File: src/rtl/mmio_port_bank_if.sv
// CPU-side bus bundle for mmio_port_bank: next-cycle address/write strobe in, registered read data and select out.
interface mmio_port_bank_if #(
   parameter int unsigned ADDR_W = 16,
   parameter int unsigned DATA_W = 8
);
   logic              ready;
   logic [ADDR_W-1:0] address_next;
   logic              write_next;
   logic [DATA_W-1:0] data_i;
   logic [DATA_W-1:0] data_o;
   logic              cs;

   modport master (
      output ready, address_next, write_next, data_i,
      input  data_o, cs
   );

   modport slave (
      input  ready, address_next, write_next, data_i,
      output data_o, cs
   );
endinterface

File: src/rtl/mmio_port_bank.sv
// Memory-mapped bank of R/W output ports, a countdown timer with sticky flag, and CPU irq/nmi lines.
// PORT0 lives at BASE_ADDR so legacy programs poking the old single port keep working.
module mmio_port_bank #(
   parameter int unsigned     ADDR_W    = 16,
   parameter int unsigned     DATA_W    = 8,
   parameter int unsigned     NUM_PORTS = 4,
   parameter logic [ADDR_W-1:0] BASE_ADDR = 16'hBFFC
) (
   input  logic                        clk,
   input  logic                        reset,
   mmio_port_bank_if.slave             bus,
   output logic [NUM_PORTS*DATA_W-1:0] port_out,
   output logic                        irq,
   output logic                        nmi
);

   localparam logic [ADDR_W-1:0] TIMER_OFF  = ADDR_W'(NUM_PORTS);
   localparam logic [ADDR_W-1:0] STATUS_OFF = ADDR_W'(NUM_PORTS + 1);
   localparam logic [ADDR_W-1:0] NUM_REGS   = ADDR_W'(NUM_PORTS + 2);

   logic [DATA_W-1:0] port_q [NUM_PORTS];
   logic [DATA_W-1:0] port_d [NUM_PORTS];
   logic [DATA_W-1:0] count_q, count_d;
   logic              flag_q, flag_d;
   logic              ien_q, ien_d;
   logic [DATA_W-1:0] data_q;
   logic              cs_q;
   logic [DATA_W-1:0] rd_val;
   logic [ADDR_W-1:0] offset;
   logic              hit;
   logic              wr;
   logic              expire;

   // Address decode: offset wraps modulo 2^ADDR_W, so addresses below BASE_ADDR miss.
   always_comb begin
      offset = bus.address_next - BASE_ADDR;
      hit    = (offset < NUM_REGS);
      wr     = bus.write_next & bus.ready & hit;
   end

   always_comb begin
      rd_val = '0;
      for (int n = 0; n < int'(NUM_PORTS); n++) begin
         if (offset == ADDR_W'(n)) rd_val = port_q[n];
      end
      if (offset == TIMER_OFF)  rd_val = count_q;
      if (offset == STATUS_OFF) rd_val = DATA_W'({ien_q, flag_q});
   end

   // Next state; a TIMER write overrides the decrement, and expiry beats a FLAG clear.
   always_comb begin
      port_d  = port_q;
      count_d = count_q;
      flag_d  = flag_q;
      ien_d   = ien_q;
      expire  = 1'b0;
      for (int n = 0; n < int'(NUM_PORTS); n++) begin
         if (wr && (offset == ADDR_W'(n))) port_d[n] = bus.data_i;
      end
      if (bus.ready && (count_q != '0)) begin
         count_d = count_q - DATA_W'(1);
         expire  = (count_q == DATA_W'(1));
      end
      if (wr && (offset == TIMER_OFF)) begin
         count_d = bus.data_i;
         expire  = 1'b0;
      end
      if (wr && (offset == STATUS_OFF)) begin
         ien_d = bus.data_i[1];
         if (bus.data_i[0]) flag_d = 1'b0;
      end
      if (expire) flag_d = 1'b1;
   end

   always_ff @(posedge clk) begin
      if (reset) begin
         for (int n = 0; n < int'(NUM_PORTS); n++) port_q[n] <= '0;
         count_q <= '0;
         flag_q  <= 1'b0;
         ien_q   <= 1'b0;
         data_q  <= '0;
         cs_q    <= 1'b0;
      end else begin
         port_q  <= port_d;
         count_q <= count_d;
         flag_q  <= flag_d;
         ien_q   <= ien_d;
         if (bus.ready && hit) data_q <= rd_val;
         if (bus.ready)        cs_q   <= hit;
      end
   end

   always_comb begin
      port_out = '0;
      for (int n = 0; n < int'(NUM_PORTS); n++) begin
         port_out[n*DATA_W +: DATA_W] = port_q[n];
      end
   end

   assign bus.data_o = data_q;
   assign bus.cs     = cs_q;
   assign irq        = port_q[0][0] | (flag_q & ien_q);
   assign nmi        = port_q[0][1];

endmodule

File: src/flat_wrapper.sv
// flat-port wrapper written by rule: the top's interface ports become plain ports
module mmio_port_bank_flat 
#(
   parameter int unsigned     ADDR_W    = 16,
   parameter int unsigned     DATA_W    = 8,
   parameter int unsigned     NUM_PORTS = 4,
   parameter logic [ADDR_W-1:0] BASE_ADDR = 16'hBFFC
)
  (clk, reset, port_out, irq, nmi, bus_ready, bus_address_next, bus_write_next, bus_data_i, bus_data_o, bus_cs);
  mmio_port_bank_if #(.ADDR_W(ADDR_W), .DATA_W(DATA_W)) bus_i ();
  input  logic clk;
  input  logic reset;
  output logic [NUM_PORTS*DATA_W-1:0] port_out;
  output logic irq;
  output logic nmi;
  input wire logic [$bits(bus_i.ready)-1:0] bus_ready;
  input wire logic [$bits(bus_i.address_next)-1:0] bus_address_next;
  input wire logic [$bits(bus_i.write_next)-1:0] bus_write_next;
  input wire logic [$bits(bus_i.data_i)-1:0] bus_data_i;
  output wire logic [$bits(bus_i.data_o)-1:0] bus_data_o;
  output wire logic [$bits(bus_i.cs)-1:0] bus_cs;
  assign bus_i.ready = bus_ready;
  assign bus_i.address_next = bus_address_next;
  assign bus_i.write_next = bus_write_next;
  assign bus_i.data_i = bus_data_i;
  assign bus_data_o = bus_i.data_o;
  assign bus_cs = bus_i.cs;
  mmio_port_bank #(.ADDR_W(ADDR_W), .DATA_W(DATA_W), .NUM_PORTS(NUM_PORTS), .BASE_ADDR(BASE_ADDR)) u_core (.clk(clk), .reset(reset), .bus(bus_i), .port_out(port_out), .irq(irq), .nmi(nmi));
endmodule
File: config.mk
export PLATFORM = sky130hd
export DESIGN_NAME = mmio_port_bank_flat
export DESIGN_NICKNAME = d
export VERILOG_FILES = /design/src/rtl/mmio_port_bank_if.sv /design/src/rtl/mmio_port_bank.sv /design/src/flat_wrapper.sv
export SDC_FILE = /design/constraint.sdc
export NUM_CORES = 1
export LEC_CHECK = 0
export CORE_AREA = 2 2 77 79
export CTS_BUF_LIST = sky130_fd_sc_hd__clkbuf_8 sky130_fd_sc_hd__clkbuf_16
export CTS_CLUSTER_DIAMETER = 30
export DETAILED_ROUTE_END_ITERATION = 10
export DIE_AREA = 0 0 79 81
export GPL_TIMING_DRIVEN = 0
export PLACE_DENSITY = 0.91
export REMOVE_ABC_BUFFERS = 1
export SLEW_MARGIN = 20
export SYNTH_ARGS = -nofsm -noshare
export SYNTH_HDL_FRONTEND = slang
export SYNTH_SLANG_ARGS = --single-unit
File: constraint.sdc
create_clock -name clk -period 3.15 [get_ports clk]
set_input_delay 0.315 -clock clk [delete_from_list [all_inputs] [get_ports clk]]
set_output_delay 0.315 -clock clk [all_outputs]
set_load 0.01 [all_outputs]
==> flow_summary.toml, run 1 <==
[yosys]
synthTopCellsByArea = "dfxtp_1 (35%), mux2i_1 (18%), nand2b_1 (13%)"
synth_most_common_cell = "nand2b_1"
yosys_warnings = 0
syn_area_per_cell_sq_um = 9.45
synth_top_area_share_pct = 35.2
synth_area_leader_cell = "dfxtp_1"
synthCells = 307
netlist_top_cells_count = "nand2b_1 (58), mux2i_1 (52), dfxtp_1 (51), nand2_1 (25), nor2_1 (17)"
synth.yosys.seq_area_share_pct = 35.2
synth_area_sq_um = 2900
synth.distinct_cells = 43
ys.flop_type = "dfxtp_1"
ys_async_sr_fraction_pct = 0
ys_ff_latch = 51
synth_edf_count = 0

[route]
drt-total-wl_um = 6820
viasPerCell = 5.60
vias = 2502
drtIter0Drc = 176
routedWlPerCell_um = 15.3
dr.pass1.iters = 4
drc_errors = 0
ant_nets = 0

[worst_setup_path]
rr_worst_depth = 6
endpoint_kind = "flip-flop"
crit_required_ns = 3.37
cp.arrival_ns = 3.22
rrSetupSlack_ns = 1.02
crit_type = "in -> reg"
r2r_end = "u_core.count_q[6]$_SDFFE_PP0P_"
cp-start-kind = "primary input"
path_max_fanout = 16
rr_startpoint = "u_core.count_q[2]$_SDFFE_PP0P_"

[global_routing]
grt_pass1_wl_um = 10900
track_usage_pct = 21.6
first_global_vias = 2341
antenna_found_initial = 0
grt_max_degree = 35
grt.overflow.total = 0

[clock_network]
worstSkewPairLatency_ns = 0.30
htreeDepth = 2
cts_root_buf = "clkbuf_8"
cts_buffers = 5
cts_resized = 0
clk_pin_slew_worst_paths_ns = 0.09
cts-hold-fix-buffers = 0
cts_tree = "yes"
clock-sinks = 51
postCtsSetupRepairBufs = 0
clk_path_buf_depth = 2

[timing]
setup_slack_ns = 0.155
max_freq_mhz = 334
fin_skew_ns = 0.00768
finalHoldViolCount = 0
finalCritPeriodShare_pct = 95.1
min_period_ns = 3.00
tightest_slew_ns = 0.981
hold_ws_ns = 0.464
rsz0062_at_grt = "no"
report.final.setup_viol = 0
finalMaxSlewViolations = 0
slew_headroom_pct = 34.4

[cells_and_area]
fill_cells = 463
n_antenna_cell = 0
fin_area_sq_um = 3760
finalNetCount = 404
area_delta_synth_final_pct = 29.5
final_util_pct = 66.2
drive_gt1_share_pct = 8.06

[floorplan]
dieHeight_um = 81
io_pins = 71
die_w_um = 79
placementRows = 28
fp.coreArea_sq_um = 5680
initial_core_util_pct = 51.1
dieArea_sq_um = 6400

[place]
io_buffers = 70
place_area_sq_um = 3660
dpl.hpwl_um = 4850
place.gp.congestion = 0.826
dp_slack_ns = -0.255

[hold_path]
min_from = "u_core.bus.cs$_SDFFE_PP0P_"
worst_hold_path.endpoint = "u_core.bus.cs$_SDFFE_PP0P_"
whs_path_depth = 2
min_path_type = "reg -> reg"

[run_status]
status = "finished, final reports clean"

[power]
max-vdd-ir-drop_v = 0.000337
power_density_nw_per_um2 = 391
leakage_nw = 1.55
power_w = 0.00147

[run]
drv_cap = 0
[worst max-delay path by stage]
stage                             start                                to  slack (ns)  cells after the start
global placement    bus_address_next[3]  u_core.port_out[28]$_SDFFE_PP0P_       -0.12                      8
detailed placement  bus_address_next[3]  u_core.port_out[30]$_SDFFE_PP0P_       -0.25                      8
floorplan           bus_address_next[2]  u_core.port_out[17]$_SDFFE_PP0P_        0.87                      7
finish              bus_address_next[2]  u_core.port_out[24]$_SDFFE_PP0P_        0.15                      8
CTS                 bus_address_next[3]  u_core.port_out[24]$_SDFFE_PP0P_        0.02                      8
global route        bus_address_next[3]  u_core.port_out[24]$_SDFFE_PP0P_       0.009                      8
[layer usage]
layer / share of wire, % / wire [um] / global-route usage (%) / vias up
li1: - / - / - / 1199
met1: 44 / 3010 / 28.3 / 1209
met2: 49 / 3350 / 36.2 / 76
met3: 4.5 / 306 / 3.44 / 18
met4: 2.2 / 153 / 7.93 / 0
met5: 0 / 0 / 0 / -
[cell type report]
type | instances | area (sq um) | share of cell area [%]
clock inverters | 2 | 13.8 | 0.366
well taps | 75 | 93.8 | 2.50
inverters | 6 | 22.5 | 0.599
multi-input cells | 236 | 1800 | 47.9
clock buffers | 6 | 82.6 | 2.20
flip-flops and latches | 51 | 1020 | 27.2
repair buffers | 71 | 723 | 19.2
[cell families after synthesis]
group                    synth area share, %
buffers and inverters                   2.85
AND/OR/NAND/NOR                         27.0
adder cells (fa/ha/maj)                 2.16
multiplexers                            24.1
XOR/XNOR                                2.72
AO/OA/AOI/OAI                           5.95
flip-flops                              35.2
[worst max-delay path: stages]
cell,delay (ns)
clkdlybuf4s50_1,0.59
ha_2,0.42
nand3_1,0.11
nor3_1,0.23
xnor2_1,0.14
a311oi_4,0.56
nand4_2,0.50
mux2i_1,0.34
[sequential cells by signal, summed over array words and instances, names as in the netlist]
signal	count
u_core.port_out	31
u_core.bus.data_o	8
u_core.count_q	8
u_core.bus.cs	1
u_core.flag_q	1
u_core.ien_q	1
u_core.nmi	1
[placed cells by master (no fill, tap or decap), types with 5 or more instances in the layout]
cell and count:
mux2i_1 52, a21oi_1 6, mux4_2 6, nor2_1 17, clkdlybuf4s50_1 69, nand3_1 5
nand4_1 6, nand2_1 25, nand2b_1 58, o21ai_0 7, clkbuf_8 6, dfxtp_1 51
inv_1 6, xnor2_1 8
[report_power, final]
group	total, W	internal (W)	switching [W]	leakage, nW
clock network	0.000400	0.000180	0.000220	0.0516
logic	0.000351	0.000168	0.000182	1.09
registers	0.000719	0.000681	0.0000375	0.412
total	0.00147	0.00103	0.000440	1.55
[through the flow]
step,setup TNS [ns],std cells
2_1_floorplan,0,293
5_1_grt,0,447
6_report,0,447
3_5_place_dp,-8.28,439
4_1_cts,0,447
3_3_place_gp,-2.91,438
Note: power is estimated with default switching activity, not from simulation.
==> run 2: changes to the inputs <==
CAP_MARGIN = 40   (was unset)
CTS_CLUSTER_SIZE = 12   (was unset)
==> run 2 against run 1 <==
Register-to-register slack improved by 0.06 ns. Clock power about the same. Combinational power about the same. First-iteration DRC count increased by 14%. Worst setup slack improved by 0.077 ns. Utilization increased by 0.18 points. Sequential share of layout area decreased by 0.072 points. Total power decreased by 0.33%. Cell area increased by 0.27%. Via count decreased by 2.2%. Sequential power about the same. Global-route usage increased by 0.14 points. Critical path type unchanged. Largest power group unchanged.
==> flow_summary.toml, run 2 (synthesis gave the netlist of run 1 again) <==
[run_status]
status = "finished, final reports clean"

[timing]
rsz0062_at_grt = "no"
tightest_slew_ns = 0.807
report.final.setup_viol = 0
min_period_ns = 2.92
finalMaxSlewViolations = 0
fin_skew_ns = 0.00643
hold_ws_ns = 0.465
finalCritPeriodShare_pct = 92.7
slew_headroom_pct = 46.0
max_freq_mhz = 343
tns_ns = 0
finalHoldViolCount = 0

[place]
place.gp.congestion = 0.826
io_buffers = 70
dpl.hpwl_um = 4940

[cells_and_area]
final_common_cell = "clkdlybuf4s50_1"
n_antenna_cell = 0
finalNetCount = 405
final_util_pct = 66.4
layout_common_cells = "clkdlybuf4s50_1 (69), nand2b_1 (58), mux2i_1 (52)"
largest_reg_flops = 31
area_delta_synth_final_pct = 29.8
drive_gt1_share_pct = 8.06

[floorplan]
die_w_um = 79
placementRows = 28
dieHeight_um = 81
io_pins = 71
fp.coreArea_sq_um = 5680
dieArea_sq_um = 6400
initial_core_util_pct = 51.1

[hold_path]
min_path_type = "reg -> reg"
worst_hold_path.endpoint = "u_core.bus.cs$_SDFFE_PP0P_"
min_from = "u_core.bus.cs$_SDFFE_PP0P_"
whs_path_depth = 2

[global_routing]
grt.overflow.total = 0
grt_max_degree = 35
track_usage_pct = 21.7
first_global_vias = 2336
antenna_found_initial = 0
grt_pass1_wl_um = 11000

[worst_setup_path]
crit_required_ns = 3.39
cp-start-kind = "primary input"
r2r_end = "u_core.count_q[5]$_SDFFE_PP0P_"
rr_worst_depth = 6
cp.arrival_ns = 3.16
rrSetupSlack_ns = 1.08
crit_type = "in -> reg"
rr_startpoint = "u_core.count_q[2]$_SDFFE_PP0P_"
crit_path_start = "bus_address_next[2]"
endpoint_kind = "flip-flop"
path_max_fanout = 16

[route]
viasPerCell = 5.48
dr.pass1.iters = 4
drc_errors = 0
drt-total-wl_um = 6860
vias = 2448
ant_nets = 0
routedWlPerCell_um = 15.3
drtIter0Drc = 201

[power]
sw_frac_of_total_pct = 29.8
p_sw_w = 0.000437
seqPwrFrac_pct = 49.0
leakage_nw = 1.56
power_density_nw_per_um2 = 389
power_w = 0.00147
internal-power_w = 0.00103
pwr-share-clk_pct = 27.2
combPwrFrac_pct = 23.9
max-vdd-ir-drop_v = 0.000216

[clock_network]
cts_buffers = 5
worstSkewPairLatency_ns = 0.31
htreeDepth = 2
clk_pin_slew_worst_paths_ns = 0.09
cts_root_buf = "clkbuf_8"
clk_path_buf_depth = 2
cts_tree = "yes"
clock-sinks = 51
postCtsSetupRepairBufs = 0
cts-hold-fix-buffers = 0

[run]
drv_cap = 0
[run 2: changes by cell type in the layout (fill, tap and decap cells not counted), sizes merged]
cell	change
buf	+1
clkinv	-1
[run 2: area by class of cell]
type | count | area [sq um]
well taps | 75 | 93.8
clock buffers | 6 | 82.6
repair buffers | 72 | 738
fillers | 468 | 1910
multi-input cells | 236 | 1800
flip-flops and latches | 51 | 1020
inverters | 6 | 22.5
clock inverters | 1 | 8.76
[run 2: power groups by stage]
| stage | sequential, W | clock (W) | combinational (W) |
|---|---|---|---|
| after global routing | 0.000722 | 0.000425 | 0.000389 |
| final | 0.000717 | 0.000398 | 0.000350 |
| after CTS | 0.000716 | 0.000400 | 0.000349 |
| after global placement | 0.000730 | 0 | 0.000328 |
| after detailed placement | 0.000731 | 0 | 0.000344 |
| after floorplan | 0.000723 | 0 | 0.000240 |
[run 2: worst max-delay path, cell delays in order]
cell             delay (ns)
clkdlybuf4s50_1        0.59
ha_2                   0.43
nand3_1                0.12
nor3_1                 0.23
xnor2_1                0.14
a311oi_4               0.56
and4_2                 0.54
mux2i_1                0.22
[run 2: repair_timing]
item,CTS,global route
endpoints found under the setup margin,0,42
endpoints found under the hold margin,0,0
resized for setup,0,1
[run 2: worst max path at each step]
stage               slack (ns)                                to
floorplan                 0.87  u_core.port_out[17]$_SDFFE_PP0P_
CTS                       0.07  u_core.port_out[30]$_SDFFE_PP0P_
finish                    0.23  u_core.port_out[16]$_SDFFE_PP0P_
detailed placement       -0.22  u_core.port_out[30]$_SDFFE_PP0P_
global placement         -0.12  u_core.port_out[28]$_SDFFE_PP0P_
global route              0.02    u_core.count_q[2]$_SDFFE_PP0P_
[run 2: layer usage]
metal / GRT usage (%) / part of all wire [%] / vias up / routed length, um
li1: - / - / 1199 / -
met1: 28.0 / 45 / 1164 / 3100
met2: 36.9 / 49 / 71 / 3360
met3: 3.33 / 4.2 / 14 / 286
met4: 8.10 / 1.7 / 0 / 116
met5: 0 / 0 / - / 0
[run 2: metrics by stage]
step | setup slack, ns | cells | cell area [sq um]
global route | 0.0201 | 447 | 3770
CTS | 0.0727 | 447 | 3760
floorplan | 0.873 | 293 | 2840
global placement | -0.124 | 438 | 3640
detailed placement | -0.217 | 440 | 3670
finish | 0.231 | 447 | 3770
==> run 3: changes to the inputs <==
CORE_AREA = 2 2 95 97   (was 2 2 77 79)
DIE_AREA = 0 0 97 99   (was 0 0 79 81)
PLACE_DENSITY = 0.65   (was 0.91)
==> run 3 against run 2 <==
Cell count up 7.6%. First-iteration DRC count is 49% lower. Cell area increased by 1.2%. Sequential cell count unchanged. Combinational power decreased by 1%. Clock power about the same. Fmax is 0.84% higher. Worst hold slack got worse by 0.0048 ns. Sequential share of layout area decreased by 0.32 points. Die area increased by 50%. Routed wire length rose by 3.9%. Global-route usage down 6.9 points. Critical endpoint is now u_core.port_out[29]$_SDFFE_PP0P_.
==> flow_summary.toml, run 3 (synthesis gave the netlist of run 1 again) <==
[floorplan]
dieHeight_um = 99
dieArea_sq_um = 9600
io_pins = 71
fp.coreArea_sq_um = 8550
initial_core_util_pct = 33.9
die_w_um = 97
placementRows = 34

[place]
io_buffers = 70
dp_cells = 473
dp_slack_ns = -0.167
dpl.hpwl_um = 5190
place.gp.congestion = 0.812

[cells_and_area]
multi_input_area_sq_um = 1800
drive_gt1_share_pct = 8.04
n_antenna_cell = 0
final_util_pct = 44.6
seq_area_sq_um = 1020
fill_cells = 800
layoutNonFillerInstCount = 481
final_common_cell = "clkdlybuf4s50_1"
largest_reg_flops = 31
layout_common_cells = "clkdlybuf4s50_1 (69), nand2b_1 (58), mux2i_1 (52)"
finalNetCount = 405
area_delta_synth_final_pct = 31.4

[run]
drv_cap = 0

[route]
routedWlPerCell_um = 14.8
viasPerCell = 5.04
drtIter0Drc = 103
drt-total-wl_um = 7130
dr.pass1.iters = 4
drc_errors = 0
ant_nets = 0
vias = 2424

[global_routing]
antenna_found_initial = 0
first_global_vias = 2326
grt_max_degree = 34
grt.overflow.total = 0
grt_pass1_wl_um = 11700
track_usage_pct = 14.8

[worst_setup_path]
rrSetupSlack_ns = 1.10
cp-start-kind = "primary input"
crit_required_ns = 3.37
slowest_delay_ns = 0.56
cp.arrival_ns = 3.11
path_max_fanout = 16
crit_type = "in -> reg"
critPathBufInv = 1
endpoint_kind = "flip-flop"
slowest_stage = "a311oi_4"
crit_family = "simple AND/OR/NAND/NOR gates"
worstPathCellList = "clkdlybuf4s50_1, ha_2, nand3_1, nor3_1, xnor2_1, a311oi_4, nand4_2, mux2i_1"

[timing]
rsz0062_at_grt = "no"
tightest_slew_ns = 0.785
finalHoldViolCount = 0
fin_skew_ns = 0.00766
setup_slack_ns = 0.256
report.final.setup_viol = 0
finalCritPeriodShare_pct = 91.9
finalMaxSlewViolations = 0
slew_headroom_pct = 47.4
max_freq_mhz = 346
min_period_ns = 2.89

[clock_network]
clk_pin_slew_worst_paths_ns = 0.09
clock-sinks = 51
cts_root_buf = "clkbuf_8"
cts_tree = "yes"
clk_path_buf_depth = 2
cts-hold-fix-buffers = 0
postCtsSetupRepairBufs = 0
htreeDepth = 2
worstSkewPairLatency_ns = 0.30
cts_buffers = 5

[hold_path]
min_path_type = "reg -> reg"

[power]
max-vdd-ir-drop_v = 0.000214
power_density_nw_per_um2 = 383
leakage_nw = 1.56

[run_status]
status = "finished, final reports clean"
[run 3: changes by cell type in the layout (fill, tap and decap cells not counted)]
cell | previous run | this run
inv_1 | 6 | 7
clkinv_4 | 0 | 1
inv_6 | 1 | 0
[run 3: per-layer routing]
metal / track usage [%] / routed length (um)
met1: 20.5 / 3470
met2: 23.6 / 3160
met5: 0 / 0
met3: 2.84 / 367
met4: 4.12 / 123
[run 3: final cells by class]
cell class / count / share of cell area (%)
clock buffer: 6 / 2.17
inverter: 6 / 0.591
multi-input combinational: 236 / 47.2
tap: 108 / 3.54
clock inverter: 2 / 0.328
timing repair buffer: 72 / 19.4
sequential: 51 / 26.8
[run 3: final timing paths]
path,start,cells after the start,to
setup / recovery,bus_address_next[3],8,u_core.port_out[29]$_SDFFE_PP0P_
hold reg to reg,u_core.bus.cs$_SDFFE_PP0P_,2,u_core.bus.cs$_SDFFE_PP0P_
hold / removal,u_core.bus.cs$_SDFFE_PP0P_,2,u_core.bus.cs$_SDFFE_PP0P_
setup reg to reg,u_core.count_q[2]$_SDFFE_PP0P_,6,u_core.count_q[5]$_SDFFE_PP0P_
[run 3: worst register-to-register path: stages (launching register included)]
cell,delay (ns)
dfxtp_1,0.36
nor4_1,0.61
a31oi_1,0.44
nand4b_1,0.26
xnor2_1,0.14
nand2b_1,0.07
mux2i_1,0.11
[run 3: power by group]
group | leakage, nW | internal (W) | total (W) | switching (W)
combinational | 1.10 | 0.000170 | 0.000346 | 0.000175
clock | 0.0526 | 0.000177 | 0.000395 | 0.000218
sequential | 0.412 | 0.000681 | 0.000719 | 0.0000382
total | 1.56 | 0.00103 | 0.00146 | 0.000431
[run 3: per-stage QoR]
step	area (sq um)	power, W	hold slack (ns)	TNS [ns]
2_1_floorplan	2840	0.000963	0.384	0
3_3_place_gp	3680	0.00107	0.440	-4.60
3_5_place_dp	3710	0.00108	0.447	-4.65
4_1_cts	3810	0.00147	0.461	0
5_1_grt	3810	0.00154	0.500	0
6_report	3810	0.00146	0.460	0
[run 3: repair_timing]
item / in CTS / in global routing
endpoints found under the setup margin: 0 / 40
hold endpoints to repair: 0 / 0
gates resized for setup: 0 / 1
